File: src/rtl/byte_word_packer.sv
// Packs a valid/ready byte stream into little-endian words of BYTES_PER_WORD bytes.
// A last marker flushes a partial word early. The output word is held in a forward register slice.
module byte_word_packer #(
  parameter int BYTES_PER_WORD = 4
) (
  input  logic                        clk,
  input  logic                        rst_n,
  input  logic [7:0]                  up_data,
  input  logic                        up_valid,
  input  logic                        up_last,
  output logic                        up_ready,
  output logic [8*BYTES_PER_WORD-1:0] down_data,
  output logic [BYTES_PER_WORD-1:0]   down_keep,
  output logic                        down_last,
  output logic                        down_valid,
  input  logic                        down_ready
);
  localparam int CNT_W = $clog2(BYTES_PER_WORD);

  logic [CNT_W-1:0]            r_cnt;
  logic [8*BYTES_PER_WORD-1:0] r_acc;
  logic [BYTES_PER_WORD-1:0]   r_kacc;
  logic [8*BYTES_PER_WORD-1:0] r_data;
  logic [BYTES_PER_WORD-1:0]   r_keep;
  logic                        r_last;
  logic                        r_valid;

  logic                        w_up_fire;
  logic                        w_down_fire;
  logic                        w_close;
  logic [8*BYTES_PER_WORD-1:0] w_acc_nxt;
  logic [BYTES_PER_WORD-1:0]   w_keep_nxt;

  // A stalled output word blocks input, so no partial word grows behind it.
  assign up_ready    = rst_n & (~r_valid | down_ready);
  assign w_up_fire   = up_valid & up_ready;
  assign w_down_fire = r_valid & down_ready;
  assign w_close     = (r_cnt == CNT_W'(BYTES_PER_WORD - 1)) | up_last;

  // Accumulator with the incoming byte merged into lane r_cnt.
  always_comb begin
    w_acc_nxt  = r_acc;
    w_keep_nxt = r_kacc;
    for (int i = 0; i < BYTES_PER_WORD; i++) begin
      if (r_cnt == CNT_W'(i)) begin
        w_acc_nxt[8*i +: 8] = up_data;
        w_keep_nxt[i]       = 1'b1;
      end
    end
  end

  always_ff @(posedge clk) begin
    if (!rst_n) begin
      r_cnt   <= '0;
      r_acc   <= '0;
      r_kacc  <= '0;
      r_data  <= '0;
      r_keep  <= '0;
      r_last  <= 1'b0;
      r_valid <= 1'b0;
    end else begin
      if (w_down_fire) r_valid <= 1'b0;
      if (w_up_fire) begin
        if (w_close) begin
          r_data  <= w_acc_nxt;
          r_keep  <= w_keep_nxt;
          r_last  <= up_last;
          r_valid <= 1'b1;
          r_cnt   <= '0;
          r_acc   <= '0;
          r_kacc  <= '0;
        end else begin
          r_acc   <= w_acc_nxt;
          r_kacc  <= w_keep_nxt;
          r_cnt   <= r_cnt + CNT_W'(1);
        end
      end
    end
  end

  assign down_data  = r_data;
  assign down_keep  = r_keep;
  assign down_last  = r_last;
  assign down_valid = r_valid;

endmodule

File: config.mk
export PLATFORM = sky130hd
export DESIGN_NAME = byte_word_packer
export DESIGN_NICKNAME = d
export VERILOG_FILES = /design/src/rtl/byte_word_packer.sv
export SDC_FILE = /design/constraint.sdc
export NUM_CORES = 1
export LEC_CHECK = 0
export CAP_MARGIN = 20
export CORE_UTILIZATION = 30
export DETAILED_ROUTE_END_ITERATION = 12
export DONT_BUFFER_PORTS = 1
export PLACE_DENSITY = 0.41
export SYNTH_ARGS = -nofsm -noshare
export SYNTH_HDL_FRONTEND = slang
export SYNTH_SLANG_ARGS = --single-unit
File: constraint.sdc
create_clock -name clk -period 2.2 [get_ports clk]
set_input_delay 0.11 -clock clk [delete_from_list [all_inputs] [get_ports clk]]
set_output_delay 0.11 -clock clk [all_outputs]
set_load 0.03 [all_outputs]
Word level (Yosys, flattened, before mapping)
Index checks and enable logic that the tools add are counted.
{ "totals": {"regBits": 76, "word_cells": 33} }
{ "classes": {"n_bitwise": 6, "addsub": 1, "n_eq_ne": 3, "reduce_logical": 2, "mux": 14} }
{ "op_table": {"columns": ["operator", "n"], "rows": [
  ["two-way mux 32 bit", 1],
  ["two-way mux 8 bit", 4],
  ["two-way mux 1 bit", 7],
  ["== test 2 bit (second input constant)", 2],
  ["two-way mux 4 bit", 1],
  ["bitwise AND 1 bit", 3],
  ["adder 2 x 1 -> 2 bit (second input constant)", 1],
  ["== test 2 x 1 -> 1 bit (second input constant)", 1],
  ["logical NOT 2 bit", 1],
  ["two-way mux 2 bit", 1],
  ["bitwise OR 1 bit", 2],
  ["AND reduction 2 bit", 1],
  ["inverter 1 bit", 1]
]} }

Logic depth before layout (Yosys ltp)
Gate-level depths: netlist of the first run.
{ "depth": {"depth_word": 5, "mapped_depth": 8} }

Worst setup path after synthesis of the first run
No wires, ideal clock.
{ "synth_path": {"path_kind": "flip-flop to flip-flop", "start": "register r_cnt[0]", "end": "register r_cnt[1]", "arrival_time_ns": 1.585, "stages_incl_launch_ff": 9, "setup_slack_ns": 0.549, "setup_ns": 0.066, "n_path_buf": 4, "period_less_slack_ns": 1.651, "path_cell_list": "dfxtp_1 ha_1 buf_6 or2_1 buf_6 a31o_1 buf_6 buf_6 a21oi_2"} }
{ "synth_between": {"elab_chain_len": 3, "elab_cells_between_ends": 4, "cone_classes": "add/sub: 1; eq/ne: 1; mux: 1; bitwise: 1"} }
{ "synth_lines": {"columns": ["element", "line", "rtl"], "rows": [
  ["start: declaration", "20", "logic [CNT_W-1:0] r_cnt;"],
  ["start signal: assignment", "75", "r_cnt <= r_cnt + CNT_W'(1);"],
  ["== test 2 bit", "38", "assign w_close = (r_cnt == CNT_W'(BYTES_PER_WORD - 1)) | up_last;"],
  ["bitwise OR 1 bit", "38", null],
  ["two-way mux 2 bit (*)", "64", "if (w_close) begin"]
]} }
Mark *: on every way between the ends. The rest lies on a longest branch, timed or not.
A chain may end at the register's enable or synchronous reset.

Final worst setup path of the first run
{ "layout_path": {"start": "register r_cnt[0]", "end": "register r_last (netlist: down_last)"} }
{ "layout_between": {"elab_chain_len": 3} }
{ "layout_lines": {"columns": ["element", "line", "rtl"], "rows": [
  ["== test 2 bit", "38", null],
  ["bitwise OR 1 bit", "38", null],
  ["AND reduction 2 bit (no line)", null, null],
  ["end signal: assignment", "67", "r_last <= up_last;"],
  ["end: declaration", "25", "logic r_last;"]
]} }
Every way passes these cells.

==> results.json, run 1 <==
{
  "status": "finished, final reports clean",
  "synthesis.nets": 356,
  "setup.reg_to_reg.worst_slack_ns": 0.16,
  "initial_antenna_violation_count": 0,
  "post_synth_num_cell_types": 27,
  "headroom_to_the_max_slew_limit": 0.721,
  "postRouteWirelength_mm": 10.3,
  "crit_path_top_delay_cell": "dlygate4sd3_1",
  "die_width_um": 107,
  "switching_share": 0.273,
  "hold_violations": 0,
  "proportion_of_power_drawn_by_combinational_gates": 0.097,
  "pre_cts_slack_ns": 0.465,
  "final.min_clock_period_ns": 2.04,
  "cpPeakStageDelay_ns": 0.55,
  "dieArea_sq_um": 11500,
  "place.gp.congestion": 0.722,
  "clock_skew_ns": 0.0105,
  "grt_max_degree": 52,
  "numCtsBuffers": 9,
  "post-route-drc-count": 0,
  "netlist.top_cell.by_area": "dfxtp_1",
  "die_height_um": 107,
  "grt_setup_unrepaired": "no",
  "yosys-mux-area-fraction": 0.0965,
  "cts-root-to-sink-buffers": 2,
  "synth-compound-area-share": 0.273,
  "tritoncts_num_sinks": 76,
  "number_of_global_route_vias_before_repair": 2766,
  "grt_pass1_wl_mm": 16.4,
  "timing.hold.worst_path_depth": 2,
  "antenna_cells_inserted": 0,
  "global_route.overflow_total": 0,
  "synth-simple-area-share": 0.0848,
  "synth_top_area_share": 0.459,
  "synth_ff_type": "dfxtp_1",
  "grt_usage": 0.192,
  "cp_data_required_time_ns": 2.45,
  "finalWorstSetupSlack_ns": 0.156,
  "setup_viol": 0,
  "first_pass_iters": 4,
  "cells_along_the_critical_path": "ha_1 > or2_1 > buf_6 > a31oi_1 > buf_4 > a32o_1 > dlygate4sd3_1",
  "holdCritStartpoint": "up_data[2]",
  "max_clock_freq_ghz": 0.489,
  "post_route_cells_drive_above_1_share": 0.146,
  "start_util": 0.307,
  "power.density_cell_area_nw_per_um2": 788,
  "wire_per_inst_um": 21.1,
  "drt_first_iter_violations": 203,
  "ant_nets": 0,
  "io_buffers": 0,
  "reg2reg_to": "down_last",
  "synth.yosys.warnings": 0,
  "postSynthCellCount": 339,
  "worstReg2RegStart": "r_cnt[0]",
  "ys_top_cells_by_area": "dfxtp_1, mux2i_1, a211oi_1",
  "clkPwrFrac": 0.402,
  "internal_power_uw": 2190,
  "criticalPathCategory": "flip-flop to flip-flop",
  "worst_pin_slew_ns": 0.417,
  "synth-adder-area-share": 0.0151,
  "layout_commonest_cell": "dfxtp_1",
  "cts-root-buf": "clkbuf_8",
  "avg_inst_size_synth_sq_um": 9.79,
  "synth_edf_count": 0,
  "seq_power_share": 0.502,
  "timing.setup.tns_ns": 0,
  "final_net_count": 362,
  "start_kind": "flip-flop",
  "synthArstFlopShare": 0,
  "worst_hold_path.endpoint": "down_data[18]",
  "hold_path_class": "input pin to flip-flop",
  "fp-row-count": 38,
  "via_count": 2755,
  "cts_max_level": 3,
  "fin_crit_sh": 0.929,
  "mostFrequentLayoutCells": "dfxtp_1, a31oi_1, a211oi_1",
  "crit_arrival_ns": 2.30,
  "io_pins": 52,
  "reg2reg_depth": 7,
  "peak_vdd_ir_v": 0.000432,
  "worst_setup_hold_path_clk_slew_ns": 0.09,
  "critPathCaptureType": "flip-flop",
  "synth_top_family_by_area": "compound AO/OA/AOI/OAI gates",
  "switchingPower_uw": 826,
  "cts_tree": "done",
  "viasPerCell": 5.62,
  "part_of_the_yosys_area_used_for_sequential_elements": 0.459,
  "worstPathMaxFanout": 14,
  "drv_slew": 0,
  "ys_ff_latch": 76,
  "place_hpwl_mm": 5.61,
  "max-cap-violations": 0,
  "post_synth_xor_area_fraction": 0,
  "floorplan.core_area_sq_um": 10800,
  "leakage_uw": 0.00124,
  "clock_latency_on_the_worst_skew_pair_ns": 0.36,
  "post_synth_design_cell_area_sq_um": 3320,
  "syn2layout_area_growth_pct": 15.6
}
[metrics by stage]
stage	power, uW	hold WS, ns	instances	util	instance area [sq um]
floorplan	1730	0.228	339	-	3320
global placement	1800	0.232	457	0.319	3440
detailed placement	1800	0.234	457	0.319	3440
CTS	3050	0.000928	485	0.351	3780
global route	3160	0.00741	490	0.355	3830
finish	3020	0.0118	490	0.355	3830
[final cells by class]
class / count / area (sq um)
flip-flops and latches: 76 / 1520
well taps: 140 / 175
clock inverters: 6 / 87.6
fillers: 1085 / 6960
clock buffers: 10 / 138
inverters: 6 / 22.5
repair buffers: 36 / 324
multi-input cells: 216 / 1570
[power groups by stage]
stage | Clock [uW] | Sequential (uW) | Combinational (uW)
6_report | 1210 | 1510 | 292
5_1_grt | 1320 | 1520 | 320
4_1_cts | 1250 | 1520 | 284
3_5_place_dp | 0 | 1550 | 249
3_3_place_gp | 0 | 1550 | 247
2_1_floorplan | 0 | 1540 | 192
[metal layers]
layer / up-vias / GRT usage / wire [um]
met1: 1345 / 0.250 / 4870
met2: 87 / 0.303 / 4620
li1: 1313 / - / -
met3: 10 / 0.0711 / 755
met5: - / 0 / 0
met4: 0 / 0.0401 / 101
[cell usage after synthesis (2+ instances only)]
master	n
a211oi_1	35
a21oi_1	16
a21oi_2	10
a31oi_1	39
and2_1	10
buf_2	10
buf_4	3
buf_6	5
clkbuf_1	23
dfxtp_1	76
ha_1	4
inv_1	6
mux2i_1	32
nand3_1	2
nand4_1	24
nor2_1	8
o21a_1	2
o21ai_0	2
o31ai_1	24
[worst max-delay path by stage]
stage / from / to / slack [ns] / cells past startpoint
after global routing: r_cnt[0] / down_last / 0.05 / 7
after CTS: r_cnt[1] / down_last / 0.09 / 7
final: r_cnt[0] / down_last / 0.16 / 7
after detailed placement: r_cnt[0] / r_acc[20] / 0.47 / 6
after global placement: r_cnt[0] / r_acc[21] / 0.53 / 6
after floorplan: r_cnt[0] / r_cnt[1] / 0.55 / 8
[sequential cells by signal (all words and copies together), names as in the netlist]
name        cells
r_kacc          4
down_data      32
r_cnt           2
down_last       1
down_keep       4
down_valid      1
r_acc          32
[critical path, delay by kind of cell, from the launching register on]
kind	cells	cell delay, ns
AO/OA/AOI/OAI	2	0.29
adder cells (fa/ha/maj)	1	0.19
buffers and inverters	3	0.90
flip-flops	1	0.39
AND/OR/NAND/NOR	1	0.18
[what timing repair did]
| action | in CTS | in global routing |
|---|---|---|
| endpoints found under the hold margin | 35 | 3 |
| hold buffers | 12 | 3 |
| setup buffers | 0 | 2 |
| setup endpoints to repair | 0 | 1 |
| resized for setup | 0 | 2 |
[logic make-up after synthesis]
family                     after synthesis
adders and majority gates                4
and+or+nand+nor                         49
DFF                                     76
AOI/OAI and AO/OA                      131
muxes                                   32
buffers and inverters                   47
(Power assumes the default switching activity.)
==> run 2, diff against run 1 <==
Settings changed: CORE_ASPECT_RATIO set to 0.8, CTS_CLUSTER_DIAMETER set to 150.
==> run 2 against run 1 <==
  * Setup slack better by 0.25 ns
  * Core utilization up 1.6 points
  * Total power up 17%
  * Non-clock buffer count down 7
  * First-iteration DRC count down 8.9%
  * Hold slack worse by 0.0015 ns
  * Cell area up 1.5%
  * Combinational power down 5%
  * Global-route usage about the same
  * Clock power up 45%
  * Wire length up 3.1%
  * Largest cell class unchanged
  * Final cell count down 1.4%
==> results.json, run 2 (synthesized netlist as in run 1, its figures left out) <==
{
  "ant_nets": 0,
  "max-cap-violations": 0,
  "max_clock_freq_ghz": 0.558,
  "first_pass_iters": 4,
  "syn2layout_area_growth_pct": 17.3,
  "worst_setup_hold_path_clk_slew_ns": 0.06,
  "clock_latency_on_the_worst_skew_pair_ns": 0.34,
  "worst_pin_slew_ns": 0.711,
  "fin_crit_sh": 0.814,
  "dieArea_sq_um": 11500,
  "hold_violations": 0,
  "drv_slew": 0,
  "setup_viol": 0,
  "via_count": 2778,
  "leakage_uw": 0.00127,
  "cts_tree": "done",
  "fp-row-count": 33,
  "crit_path_top_delay_cell": "and3_1",
  "die_height_um": 96.1,
  "cts_max_level": 3,
  "grt_setup_unrepaired": "no",
  "io_pins": 52,
  "io_buffers": 0,
  "utilization": 0.371,
  "tritoncts_num_sinks": 76,
  "final_net_count": 355,
  "die_width_um": 120,
  "final.min_clock_period_ns": 1.79,
  "layout_commonest_cell": "dfxtp_1",
  "power.density_cell_area_nw_per_um2": 911,
  "start_util": 0.316,
  "crit_arrival_ns": 2.00,
  "postRouteWirelength_mm": 10.7,
  "place_hpwl_mm": 5.84,
  "peak_vdd_ir_v": 0.000364,
  "grt_pass1_wl_mm": 16.0,
  "initial_antenna_violation_count": 0,
  "mostFrequentLayoutCells": "dfxtp_1, a31oi_1, a211oi_1",
  "post_route_cells_drive_above_1_share": 0.134,
  "cts-root-buf": "clkbuf_16",
  "cpPeakStageDelay_ns": 0.52,
  "number_of_global_route_vias_before_repair": 2524,
  "numCtsBuffers": 9,
  "start_kind": "flip-flop",
  "wire_per_inst_um": 22.1,
  "cells_along_the_critical_path": "ha_1 > or2_1 > and3_1 > buf_4 > a211oi_1",
  "post_cts_repair_resize_count": 0,
  "pre_cts_slack_ns": 0.420,
  "status": "finished, final reports clean",
  "timing.setup.tns_ns": 0,
  "antenna_cells_inserted": 0,
  "headroom_to_the_max_slew_limit": 0.526,
  "cp_data_required_time_ns": 2.41,
  "floorplan.core_area_sq_um": 10500,
  "global_route.overflow_total": 0,
  "grt_max_degree": 65,
  "viasPerCell": 5.75,
  "clock_skew_ns": 0.00749,
  "drt_first_iter_violations": 185,
  "worstPathMaxFanout": 15,
  "finalWorstSetupSlack_ns": 0.408,
  "place.gp.congestion": 0.697,
  "cts-root-to-sink-buffers": 2,
  "critPathCaptureType": "flip-flop",
  "criticalPathCategory": "flip-flop to flip-flop",
  "post-route-drc-count": 0,
  "grt_usage": 0.192,
  "hold_path_class": "input pin to flip-flop"
}
[run 2: changes by cell type in the layout (fill, tap and decap cells not counted), moves of 2 or more]
cell           change
dlygate4sd3_1      -4
clkinvlp_4         -3
buf_4              -2
clkbuf_8           -8
clkbuf_16          +9
[run 2: cell type report]
| type | count | area (sq um) |
|---|---|---|
| fill | 1081 | 6590 |
| multi-input combinational | 216 | 1570 |
| sequential | 76 | 1520 |
| timing repair buffer | 29 | 258 |
| clock buffer | 12 | 256 |
| tap | 140 | 175 |
| clock inverter | 4 | 95.1 |
| inverter | 6 | 22.5 |
[run 2: final timing paths]
path	from	end	cells after the start	slack, ns
max reg2reg	r_cnt[1]	down_data[23]	5	0.41
min reg2reg	r_acc[25]	r_acc[25]	1	0.46
min	up_valid	down_keep[3]	2	0.01
max	r_cnt[1]	down_data[23]	5	0.41
[run 2: where the power goes]
| part | internal, uW | total (uW) | switching, uW |
|---|---|---|---|
| Sequential | 1420 | 1520 | 96.6 |
| Combinational | 98.2 | 277 | 178 |
| Clock | 1170 | 1750 | 585 |
| Total | 2690 | 3550 | 860 |
[run 2: critical path, delay by kind of cell, from the launching register on]
kind	cells	cell delay, ns
AOI/OAI and AO/OA	1	0.10
adders and majority gates	1	0.18
buffers and inverters	1	0.32
DFF	1	0.38
and+or+nand+nor	2	0.68
[run 2: metal layers]
layer  wire length [um]  global-route usage  vias to the layer above
met4                190              0.0688                        0
met3                668              0.0575                       14
li1                   -                   -                     1314
met1               5150               0.260                     1372
met2               4660               0.289                       78
met5                  0                   0                        -
[run 2: through the flow]
stage	instance area [sq um]	hold slack, ns	total power, uW	instances
2_1_floorplan	3320	0.228	1730	339
3_3_place_gp	3430	0.235	1790	456
3_5_place_dp	3430	0.232	1800	456
4_1_cts	3890	0.00230	3590	483
5_1_grt	3890	0.0189	3670	483
6_report	3890	0.0104	3550	483
[run 2: timing repair]
action / in CTS / in global routing
hold buffers: 11 / 0
endpoints found under the hold margin: 27 / 0
buffers inserted: 0 / 0
==> run 3, diff against run 2 <==
Settings changed: ABC_AREA set to 1, PLACE_DENSITY 0.41 to 0.42.
Clock period 2.2 ns to 1.5 ns, I/O delays scaled along.
==> run 3 against run 2 <==
  * Count of clock-buffer cells in the layout decreased by 3
  * Area after synthesis is 2.6% higher
  * Global-route usage is 3.5 points lower
  * Combinational power rose by 120%
  * Register-to-register slack got worse by 0.26 ns
  * Cell area grew 3.6%
  * Total power grew 41%
  * Clock skew about the same
  * Critical path depth grew 2
  * Final cell count increased by 36%
  * Non-clock buffer count fell by 4
  * Critical endpoint is now r_kacc[0]
==> results.json, run 3 <==
{
  "setup_viol": 0,
  "wire_per_inst_um": 12.6,
  "ant_nets": 0,
  "switching_share": 0.271,
  "utilization": 0.368,
  "critPathCaptureType": "flip-flop",
  "first_pass_iters": 4,
  "grt_pass1_wl_mm": 14.1,
  "via_count": 2844,
  "synth_top_area_share": 0.447,
  "ys_top_cells_by_count": "nand2_1, nor2_1, dfxtp_1",
  "place_hpwl_mm": 5.24,
  "grt_usage": 0.157,
  "postSynthCellCount": 501,
  "syn2layout_area_growth_pct": 18.5,
  "floorplan.core_area_sq_um": 11000,
  "worst_pin_slew_ns": 0.335,
  "worstPathMaxFanout": 21,
  "hold_violations": 0,
  "cp_data_required_time_ns": 1.77,
  "final_cell_count_no_fill": 655,
  "fin_area_sq_um": 4030,
  "cts_tree": "done",
  "start_util": 0.310,
  "postRouteWirelength_mm": 8.27,
  "numCtsBuffers": 9,
  "io_pins": 52,
  "cts_max_level": 3,
  "synthesis.nets": 518,
  "drt_first_iter_violations": 108,
  "layout_commonest_cell": "nand2_1",
  "ys_ff_latch": 76,
  "number_of_global_route_vias_before_repair": 2743,
  "initial_antenna_violation_count": 0,
  "clock_latency_on_the_worst_skew_pair_ns": 0.34,
  "max_clock_freq_ghz": 0.742,
  "post-route-drc-count": 0,
  "grt_max_degree": 39,
  "crit_arrival_ns": 1.62,
  "placed_cell_area_sq_um": 3630,
  "headroom_to_the_max_slew_limit": 0.777,
  "hold_path_class": "input pin to flip-flop",
  "synth.yosys.warnings": 0,
  "global_route.overflow_total": 0,
  "viasPerCell": 4.34,
  "filler_cell_count": 1210,
  "peak_vdd_ir_v": 0.000518,
  "die_width_um": 121,
  "worst_setup_hold_path_clk_slew_ns": 0.06,
  "criticalPathCategory": "flip-flop to flip-flop",
  "netlist.top_cell.by_area": "dfxtp_1",
  "dieArea_sq_um": 11800,
  "cts-root-to-sink-buffers": 2,
  "grt_setup_unrepaired": "no",
  "post_synth_design_cell_area_sq_um": 3400,
  "clkPwrFrac": 0.426,
  "ys_top_cells_by_area": "dfxtp_1, nand2_1, nor2_1",
  "avg_inst_size_synth_sq_um": 6.80,
  "tritoncts_num_sinks": 76,
  "switchingPower_uw": 1360,
  "drv_slew": 0,
  "clock_skew_ns": 0.00779,
  "fp-row-count": 34,
  "final.min_clock_period_ns": 1.35,
  "design_power_uw": 5010,
  "leakage_uw": 0.00181,
  "synthArstFlopShare": 0,
  "seq_power_share": 0.453,
  "io_buffers": 0,
  "seq_area_sq_um": 1520,
  "multiInputGateArea_sq_um": 1530,
  "timing.setup.tns_ns": 0,
  "fin_crit_sh": 0.898,
  "place.gp.congestion": 0.689,
  "yosysMostFrequentCell": "nand2_1",
  "post_route_cells_drive_above_1_share": 0.0920,
  "final_net_count": 523,
  "synth_edf_count": 0,
  "internal_power_uw": 3660,
  "post_synth_num_cell_types": 20,
  "cts-root-buf": "clkbuf_16",
  "synth_ff_type": "dfxtp_1",
  "die_height_um": 97.3,
  "dp.cells": 631,
  "part_of_the_yosys_area_used_for_sequential_elements": 0.447,
  "power.density_cell_area_nw_per_um2": 1240,
  "proportion_of_power_drawn_by_combinational_gates": 0.121,
  "max-cap-violations": 0,
  "mostFrequentLayoutCells": "nand2_1, nor2_1, dfxtp_1",
  "antenna_cells_inserted": 0,
  "status": "finished, final reports clean",
  "start_kind": "flip-flop"
}
-- run 3: power by group through the flow --
stage	registers [uW]	clock network [uW]	logic, uW
final	2270	2140	606
after CTS	2270	2220	614
after global placement	2310	0	550
after global routing	2280	2310	700
after detailed placement	2310	0	558
after floorplan	2310	0	442
-- run 3: cell type report --
cell class	instances	share of cell area
Clock inverter	7	0.0164
Multi-Input combinational cell	344	0.380
Inverter	50	0.0465
Timing Repair Buffer	25	0.0791
Clock buffer	9	0.0558
Sequential cell	76	0.378
Tap cell	144	0.0447
-- run 3: final timing paths --
check | from | slack (ns) | endpoint | cells past startpoint
worst max-delay path | r_cnt[0] | 0.15 | r_kacc[0] | 7
worst min-delay path | up_data[0] | 0.01 | down_data[24] | 4
worst max register to register | r_cnt[0] | 0.15 | r_kacc[0] | 7
worst min register to register | r_kacc[3] | 0.42 | r_kacc[3] | 2
-- run 3: kinds of logic (layout without fill, tap and decap cells) --
kind of cell / Yosys count / in the layout / synth area share
and+or+nand+nor: 301 / 301 / 0.357
buffers and inverters: 81 / 91 / 0.107
DFF: 76 / 76 / 0.447
AOI/OAI and AO/OA: 39 / 39 / 0.0750
adders and majority gates: 4 / 4 / 0.0147
-- run 3: stage by stage --
| stage | setup WS, ns | hold slack (ns) |
|---|---|---|
| 4_1_cts | 0.0705 | 0.00328 |
| 3_5_place_dp | 0.0910 | 0.191 |
| 6_report | 0.153 | 0.0102 |
| 5_1_grt | 0.0385 | 0.0387 |
| 3_3_place_gp | 0.141 | 0.191 |
| 2_1_floorplan | 0.0819 | 0.186 |
-- run 3: critical path, stage by stage (launching register included) --
cell     delay [ns]
dfxtp_2        0.34
ha_2           0.21
nor2_4         0.18
inv_2          0.05
nand4_2        0.10
nand2_2        0.11
buf_12         0.17
a21oi_1        0.11
-- run 3: routing by layer --
metal  wire length, um  GRT usage  vias to the layer above
met1              4100      0.213                     1257
met2              3570      0.231                       53
met4               133     0.0570                        0
met3               472     0.0522                       11
met5                 0          0                        -
li1                  -          -                     1523
-- run 3: timing repair --
item / 4_1_cts / 5_1_grt
hold endpoints to repair: 66 / 0
resized for setup: 0 / 6
setup endpoints to repair: 0 / 41
hold buffers: 8 / 0
buffers inserted: 0 / 0
